## src/rtl/reg_file_pkg.sv

```systemverilog
// Shared constants and helpers for the multi-port register file.
package reg_file_pkg;

    localparam int RF_WIDTH  = 32;
    localparam int RF_DEPTH  = 8;
    localparam int RF_NUM_RD = 2;

    // Address width never drops below one bit, even for DEPTH <= 2.
    function automatic int rf_aw(input int depth);
        return (depth > 2) ? $clog2(depth) : 1;
    endfunction

endpackage

```

## src/rtl/reg_file_rd_port.sv

```systemverilog
// One asynchronous read port: array mux, out-of-range zeroing and the
// optional same-cycle write bypass (REGFILE_BYPASS_EN).
module reg_file_rd_port
    import reg_file_pkg::*;
#(
    parameter int WIDTH = RF_WIDTH,
    parameter int DEPTH = RF_DEPTH,
    parameter int AW    = rf_aw(DEPTH)
) (
    input  logic             rst_n,
    input  logic [AW-1:0]    addr,
    input  logic [WIDTH-1:0] regs [DEPTH],
    input  logic [DEPTH-1:0] busy,
    input  logic             w_enable_0,
    input  logic [AW-1:0]    w_addr_0,
    input  logic [WIDTH-1:0] w_data_0,
    input  logic             w_enable_1,
    input  logic [AW-1:0]    w_addr_1,
    input  logic [WIDTH-1:0] w_data_1,
    output logic [WIDTH-1:0] val,
    output logic             val_busy
);

    localparam logic [AW:0] DEPTH_LIM = (AW + 1)'(DEPTH);

    logic in_range;
    assign in_range = ({1'b0, addr} < DEPTH_LIM);

    always_comb begin
        val      = '0;
        val_busy = 1'b0;
        if (in_range) begin
            val_busy = busy[addr];
        end
        if (rst_n && in_range) begin
            val = regs[addr];
`ifdef REGFILE_BYPASS_EN
            // An in-range read address matching a write implies the write is in range too.
            if (w_enable_0 && (w_addr_0 == addr)) val = w_data_0;
            if (w_enable_1 && (w_addr_1 == addr)) val = w_data_1;
`endif
        end
    end

`ifndef REGFILE_BYPASS_EN
    logic unused_bypass;
    assign unused_bypass = ^{w_enable_0, w_addr_0, w_data_0, w_enable_1, w_addr_1, w_data_1};
`endif

endmodule

```

## src/rtl/reg_file_mp.sv

```systemverilog
// Multi-port register file: NUM_RD async reads, two sync write ports and a
// busy scoreboard. Define REGFILE_BYPASS_EN for write-to-read bypass.
module reg_file_mp
    import reg_file_pkg::*;
#(
    parameter int WIDTH  = RF_WIDTH,
    parameter int DEPTH  = RF_DEPTH,
    parameter int NUM_RD = RF_NUM_RD,
    parameter int AW     = rf_aw(DEPTH)
) (
    input  logic                    clk,
    input  logic                    rst_n,
    input  logic [NUM_RD*AW-1:0]    r_addr,
    output logic [NUM_RD*WIDTH-1:0] r_val,
    output logic [NUM_RD-1:0]       r_busy,
    input  logic                    w_enable_0,
    input  logic [AW-1:0]           w_addr_0,
    input  logic [WIDTH-1:0]        w_data_0,
    input  logic                    w_enable_1,
    input  logic [AW-1:0]           w_addr_1,
    input  logic [WIDTH-1:0]        w_data_1,
    input  logic                    rsv_enable,
    input  logic [AW-1:0]           rsv_addr,
    output logic [DEPTH-1:0]        busy
);

    localparam logic [AW:0] DEPTH_LIM = (AW + 1)'(DEPTH);

    logic [WIDTH-1:0] regs [DEPTH];
    logic w0_ok, w1_ok, rsv_ok;

    assign w0_ok  = w_enable_0 && ({1'b0, w_addr_0} < DEPTH_LIM);
    assign w1_ok  = w_enable_1 && ({1'b0, w_addr_1} < DEPTH_LIM);
    assign rsv_ok = rsv_enable && ({1'b0, rsv_addr} < DEPTH_LIM);

    // Statement order encodes priority: port 1 over port 0, reserve over write-clear.
    always_ff @(posedge clk) begin
        if (!rst_n) begin
            regs <= '{default: '0};
            busy <= '0;
        end else begin
            if (w0_ok)  regs[w_addr_0] <= w_data_0;
            if (w1_ok)  regs[w_addr_1] <= w_data_1;
            if (w0_ok)  busy[w_addr_0] <= 1'b0;
            if (w1_ok)  busy[w_addr_1] <= 1'b0;
            if (rsv_ok) busy[rsv_addr] <= 1'b1;
        end
    end

    for (genvar k = 0; k < NUM_RD; k++) begin : g_rd
        reg_file_rd_port #(
            .WIDTH(WIDTH),
            .DEPTH(DEPTH),
            .AW   (AW)
        ) u_rd (
            .rst_n     (rst_n),
            .addr      (r_addr[k*AW +: AW]),
            .regs      (regs),
            .busy      (busy),
            .w_enable_0(w_enable_0),
            .w_addr_0  (w_addr_0),
            .w_data_0  (w_data_0),
            .w_enable_1(w_enable_1),
            .w_addr_1  (w_addr_1),
            .w_data_1  (w_data_1),
            .val       (r_val[k*WIDTH +: WIDTH]),
            .val_busy  (r_busy[k])
        );
    end

endmodule

```

## config.mk

```make
export PLATFORM = sky130hd
export DESIGN_NAME = reg_file_mp
export DESIGN_NICKNAME = d
export VERILOG_FILES = /design/src/rtl/reg_file_pkg.sv /design/src/rtl/reg_file_rd_port.sv /design/src/rtl/reg_file_mp.sv
export SDC_FILE = /design/constraint.sdc
export NUM_CORES = 1
export LEC_CHECK = 0
export CAP_MARGIN = 0
export CORE_UTILIZATION = 53
export DETAILED_ROUTE_END_ITERATION = 7
export GPL_TIMING_DRIVEN = 0
export HOLD_SLACK_MARGIN = 0.1
export MAX_ROUTING_LAYER = met4
export PLACE_DENSITY = 0.78
export SYNTH_ARGS = -nofsm -noshare
export SYNTH_HDL_FRONTEND = slang
export SYNTH_SLANG_ARGS = --single-unit
```

## constraint.sdc

```tcl
create_clock -name clk -period 2.71 [get_ports clk]
set_input_delay 0.813 -clock clk [delete_from_list [all_inputs] [get_ports clk]]
set_output_delay 0.813 -clock clk [all_outputs]
set_load 0.05 [all_outputs]
```

After elaboration in Yosys (flattened, before gate mapping)
Index checks and enable logic that the tools add are counted.
{"block": "classes", "n_lt_le_gt_ge": 14, "mux": 32, "bitwise": 9, "n_reduce_logical": 5}
{"cell": "$mux 256", "n": 3}
{"cell": "$bwmux 256", "n": 2}
{"cell": "$mux 32", "n": 8}
{"cell": "$bmux 32 s3", "n": 2}
{"cell": "$demux 32 s3", "n": 2}
{"cell": "$mux 8", "n": 5}
{"cell": "$lt 3x4->1 const B", "n": 5}
{"cell": "$and 8x8->8", "n": 2}
{"cell": "$ge 4x4->1 const B", "n": 4}
{"cell": "$not 3->4", "n": 4}
{"cell": "$not 8->8", "n": 2}
{"cell": "$demux 1 s3", "n": 3}
{"cell": "$ge 3x1->1 const B", "n": 3}
{"cell": "$lt 4x1->1 const B", "n": 2}
{"cell": "$or 8x8->8", "n": 1}
{"cell": "$bmux 1 s3", "n": 2}
{"cell": "$logic_and 1x1->1", "n": 5}
{"cell": "$mux 1", "n": 5}
{"block": "totals", "ff_bits": 264, "in_bits": 84, "out_inout_bits": 74, "wordCells": 69}

Logic depth before layout (Yosys ltp)
{"block": "logic_depth", "ltp_word": 13, "depth_mapped": 6, "mapped_depth_nobuf": 3}

By module
A second synthesis with hierarchy kept.
{"block": "hier_totals", "hier_cells": 1967, "hier_area_um2": 16377.0}
{"module": "reg_file_mp", "n_inst": 1, "cells_each": 1517, "area_each_um2": 11484.8, "seq_area_each_um2": 5285.1}
{"module": "reg_file_rd_port", "n_inst": 2, "cells_each": 225, "area_each_um2": 2446.1, "seq_area_each_um2": 0.0}

Worst setup path after synthesis
OpenSTA, ideal clock, no wires.
{"block": "synth_path", "kind": "input port to output port", "from": "in r_addr[2]", "to": "out r_val[13]", "t_arrival_ps": 2782, "required_ps": 1897, "setup_slack_ps": -885, "path_stages": 6, "path_buffers": 3, "cell_sequence": "buf_4 > buf_4 > clkbuf_4 > mux4_2 > inv_1 > a221oi_1"}
{"block": "synth_between", "elab_chain_len": 5}
{"element": "start, declared", "line_no": "reg_file_mp.sv:13", "source": "input logic [NUM_RD*AW-1:0] r_addr,"}
{"element": "$not 3->4 (implied by the code)", "line_no": "reg_file_rd_port.sv:36", "source": "val = regs[addr];"}
{"element": "$bmux 32 s3", "line_no": "reg_file_rd_port.sv:36"}
{"element": "$mux 32 (implied by the code) (2 in a row)", "line_no": "reg_file_rd_port.sv:36"}
{"element": "$mux 32", "line_no": "reg_file_rd_port.sv:35", "source": "if (rst_n && in_range) begin"}
{"element": "end, declared", "line_no": "reg_file_mp.sv:14", "source": "output logic [NUM_RD*WIDTH-1:0] r_val,"}
Every way passes these cells. The select of a mux whose other input is x is not followed.

Worst setup path after layout
{"block": "layout_path", "from": "in r_addr[5]", "to": "out r_val[36]"}
Same word-level chain as after synthesis.

==> flow_summary_export.csv <==
group,metric,value,unit
run_status,status,"finished with violations",
run_status,violations,"design-rule violations, negative setup slack",
timing,whs,0.486,ns
detailed_routing,vias,18497,
die,die_h,175,um
die,dieArea,30600,um^2
worst_setup_path,path_common_cell,"buf_12",
clocking,cts_hold_buffers,0,
worst_setup_path,reg2regPathDepth,2,
clocking,htree_levels,1,
cells_and_area,final_cell_mix,"514 x nand2_1, 264 x dfxtp_1, 255 x a31oi_1",
clocking,insertion_delay,0.58,ns
detailed_routing,routedWlPerCell,30.1,um
die,chipWidth,175,um
detailed_routing,wirelength,77.1,mm
grt,antenna_found_initial,0,
detailed_routing,first_iter_violations,3071,
synthesis,syn_avg_cell_area,8.05,um^2
worst_setup_path,cpMaxStageDelayCell,"a221oi_4",
worst_setup_path,crit_fanout,9,
cells_and_area,layout_commonest_cell,"nand2_1",
worst_setup_path,timing.rr.end,"regs[68]$_SDFF_PN0_",
worst_hold_path,hold_path_class,"reg -> reg",
detailed_routing,vias_per_cell,7.22,
timing,final-max-slew-violation-count,0,
timing,rsz0062_at_grt,"yes",
synthesis,yosys_warnings,0,
worst_setup_path,critPathLaunch,"r_addr[5]",
die,core,29100,um^2
grt,grt_pass1_wl,109,mm
synthesis,seq_area_frac_synth,33.3,%
timing,finalHoldViolations,0,
pwr,vdd_drop_max,0.501,mV
grt,overflow,0,
worst_setup_path,crit_end,"r_val[36]",
pwr,power.leakage,7.53,nW
cells_and_area,areaGrowthSynthToFinish,35.3,%
worst_setup_path,crit_cells,7,
worst_setup_path,cp_top_family,"buffers and inverters",
timing,worst_pin_slew,1.03,ns
clocking,cts_tree,"done",
cells_and_area,post-route-util,73.8,%
place,gp_congestion,1.03,
synthesis,syn-num-nets,2054,
cells_and_area,antenna_cells,0,
grt,grt_pass1_vias,17525,
timing,fin_skew,0,ns
timing,period_needed,2.90,ns
clocking,cts_buffer_depth,3,
worst_setup_path,path_buf_inv,5,
pwr,powerDensity,535,nW/um^2
worst_setup_path,crit_chain,"buf_12, buf_12, clkbuf_16, mux4_2, inv_2, a221oi_4, buf_6",
timing,fmax,345,MHz
die,start_util,54.5,%
detailed_routing,drc,1,
worst_setup_path,cp_slowest_stage_delay,0.31,ns
place,dp_hpwl,48.6,mm
clocking,clkTransAtPathRegs,0.06,ns
place,placed_area,19000,um^2
clocking,cts_buffers,31,
cells_and_area,drive_above_1_share,28.0,%
synthesis,yosys.cell_types.count,32,
synthesis,syn_inst,1970,
die,rows,62,
detailed_routing,drtAntennaViolNets,0,
run,max_cap_violations,0,
place,port_buffers,118,
synthesis,synth_seq_cells,264,
worst_setup_path,reg2reg_from,"regs[68]$_SDFF_PN0_",
synthesis,netlist_area,15900,um^2
worst_setup_path,crit_path_end_kind,"output port",
timing,fin_crit_sh,107,%
clocking,cts_root_buffer,"clkbuf_16",
cells_and_area,post-route-cell-area,21500,um^2
worst_setup_path,worstSetupStartpointType,"input port",
worst_setup_path,cp.required,1.90,ns
worst_setup_path,worst-endpoint-arrival,2.09,ns
clocking,cts_num_sinks,264,
grt,grt_usage,49.5,%
timing,setup_slack,-0.192,ns
grt,grt_max_degree,15,
worst_setup_path,r2r_slack,1.92,ns
cells_and_area,nNetsFinal,2240,
detailed_routing,dr.pass1.iters,8,
timing,slew_headroom,31.2,%
worst_setup_path,crit_type,"in -> out",
die,io_pins,158,
timing,setup_viol,81,
==> how the worst min path moves through the flow <==
stage / from / end / slack, ns / cells past startpoint
after floorplan: regs[32]$_SDFF_PN0_ / regs[32]$_SDFF_PN0_ / 0.45 / 2
after global placement: regs[147]$_SDFF_PN0_ / regs[147]$_SDFF_PN0_ / 0.47 / 2
after detailed placement: regs[75]$_SDFF_PN0_ / regs[75]$_SDFF_PN0_ / 0.47 / 2
after CTS: regs[75]$_SDFF_PN0_ / regs[75]$_SDFF_PN0_ / 0.48 / 2
after global routing: regs[75]$_SDFF_PN0_ / regs[75]$_SDFF_PN0_ / 0.50 / 2
final: regs[75]$_SDFF_PN0_ / regs[75]$_SDFF_PN0_ / 0.49 / 2
==> cell usage after synthesis <==
cell	n	area, um^2
nor4b_4	1	23.8
nand4bb_1	6	67.6
nor2b_1	7	43.8
o21ai_2	1	8.76
inv_1	64	240
buf_2	45	225
and4bb_2	3	37.5
and2_1	1	6.26
a21boi_0	4	30.0
a221oi_1	64	561
o21ai_1	20	100
and4b_1	3	30.0
dfxtp_1	264	5290
a31oi_1	255	1600
or4b_1	2	20.0
nand2b_1	2	12.5
mux2i_1	64	641
and4_1	1	8.76
o21ai_0	299	1500
nor2_1	3	11.3
nand4_1	2	12.5
mux2_2	66	743
clkbuf_4	2	15.0
buf_4	64	480
nand3_1	6	30.0
mux4_2	68	1530
nand4b_1	6	52.6
a32oi_1	4	35.0
a31oi_2	1	12.5
clkbuf_1	116	435
nand2_1	514	1930
buf_6	12	135
==> cell families after synthesis <==
group                  count (synthesis)  synth area share, %
AO/OA/AOI/OAI                        648                 24.2
AND/OR/NAND/NOR                      557                 14.4
buffers and inverters                303                 9.66
flip-flops                           264                 33.3
multiplexers                         198                 18.4
==> metrics by stage <==
step           setup slack (ns)  total power, mW  cells  TNS [ns]
3_5_place_dp              -1.59             6.52   2472   -131.96
5_1_grt                  -0.171             11.7   2562     -6.47
4_1_cts                  -0.153             11.2   2546     -5.64
2_1_floorplan           -0.0973             5.78   1970     -5.38
3_3_place_gp              -1.54             6.47   2472   -117.96
6_report                 -0.192             11.5   2562     -6.39
==> area by class of cell <==
cell class	instances	area, um^2
well taps	384	480
clock buffers	40	860
inverters	64	240
multi-input cells	1403	10400
clock inverters	15	231
flip-flops and latches	264	5290
repair buffers	156	1970
plain buffers	236	1960
fillers	2135	7630
==> registers in the layout, summed over array words and instances (netlist names) <==
register  cells
regs        256
busy          8
==> layer usage <==
metal	up-vias	global-route usage (%)	part of all wire, %
li1	7522	-	-
met2	1806	70.3	41
met5	-	-	0
met1	8653	57.8	34
met3	516	18.7	16
met4	0	33.8	8.3
==> timing repair <==
action / in CTS / in global routing
resized for setup: 643 / 61
pin swaps: 10 / 13
endpoints found under the hold margin: 0 / 0
setup buffers: 9 / 9
setup endpoints to repair: 66 / 82
gates cloned: 11 / 9
==> power by group <==
part           internal [mW]  total (mW)  switching [mW]
clock                   2.79        4.62            1.83
combinational           1.04        2.64            1.60
sequential              4.07        4.23           0.154
total                   7.90        11.5            3.58
==> worst register-to-register path: stages, from the launching register on <==
cell,delay [ns]
dfxtp_1,0.45
nand2_1,0.09
a31oi_1,0.18
No activity file was read; power rests on OpenSTA's default activity.
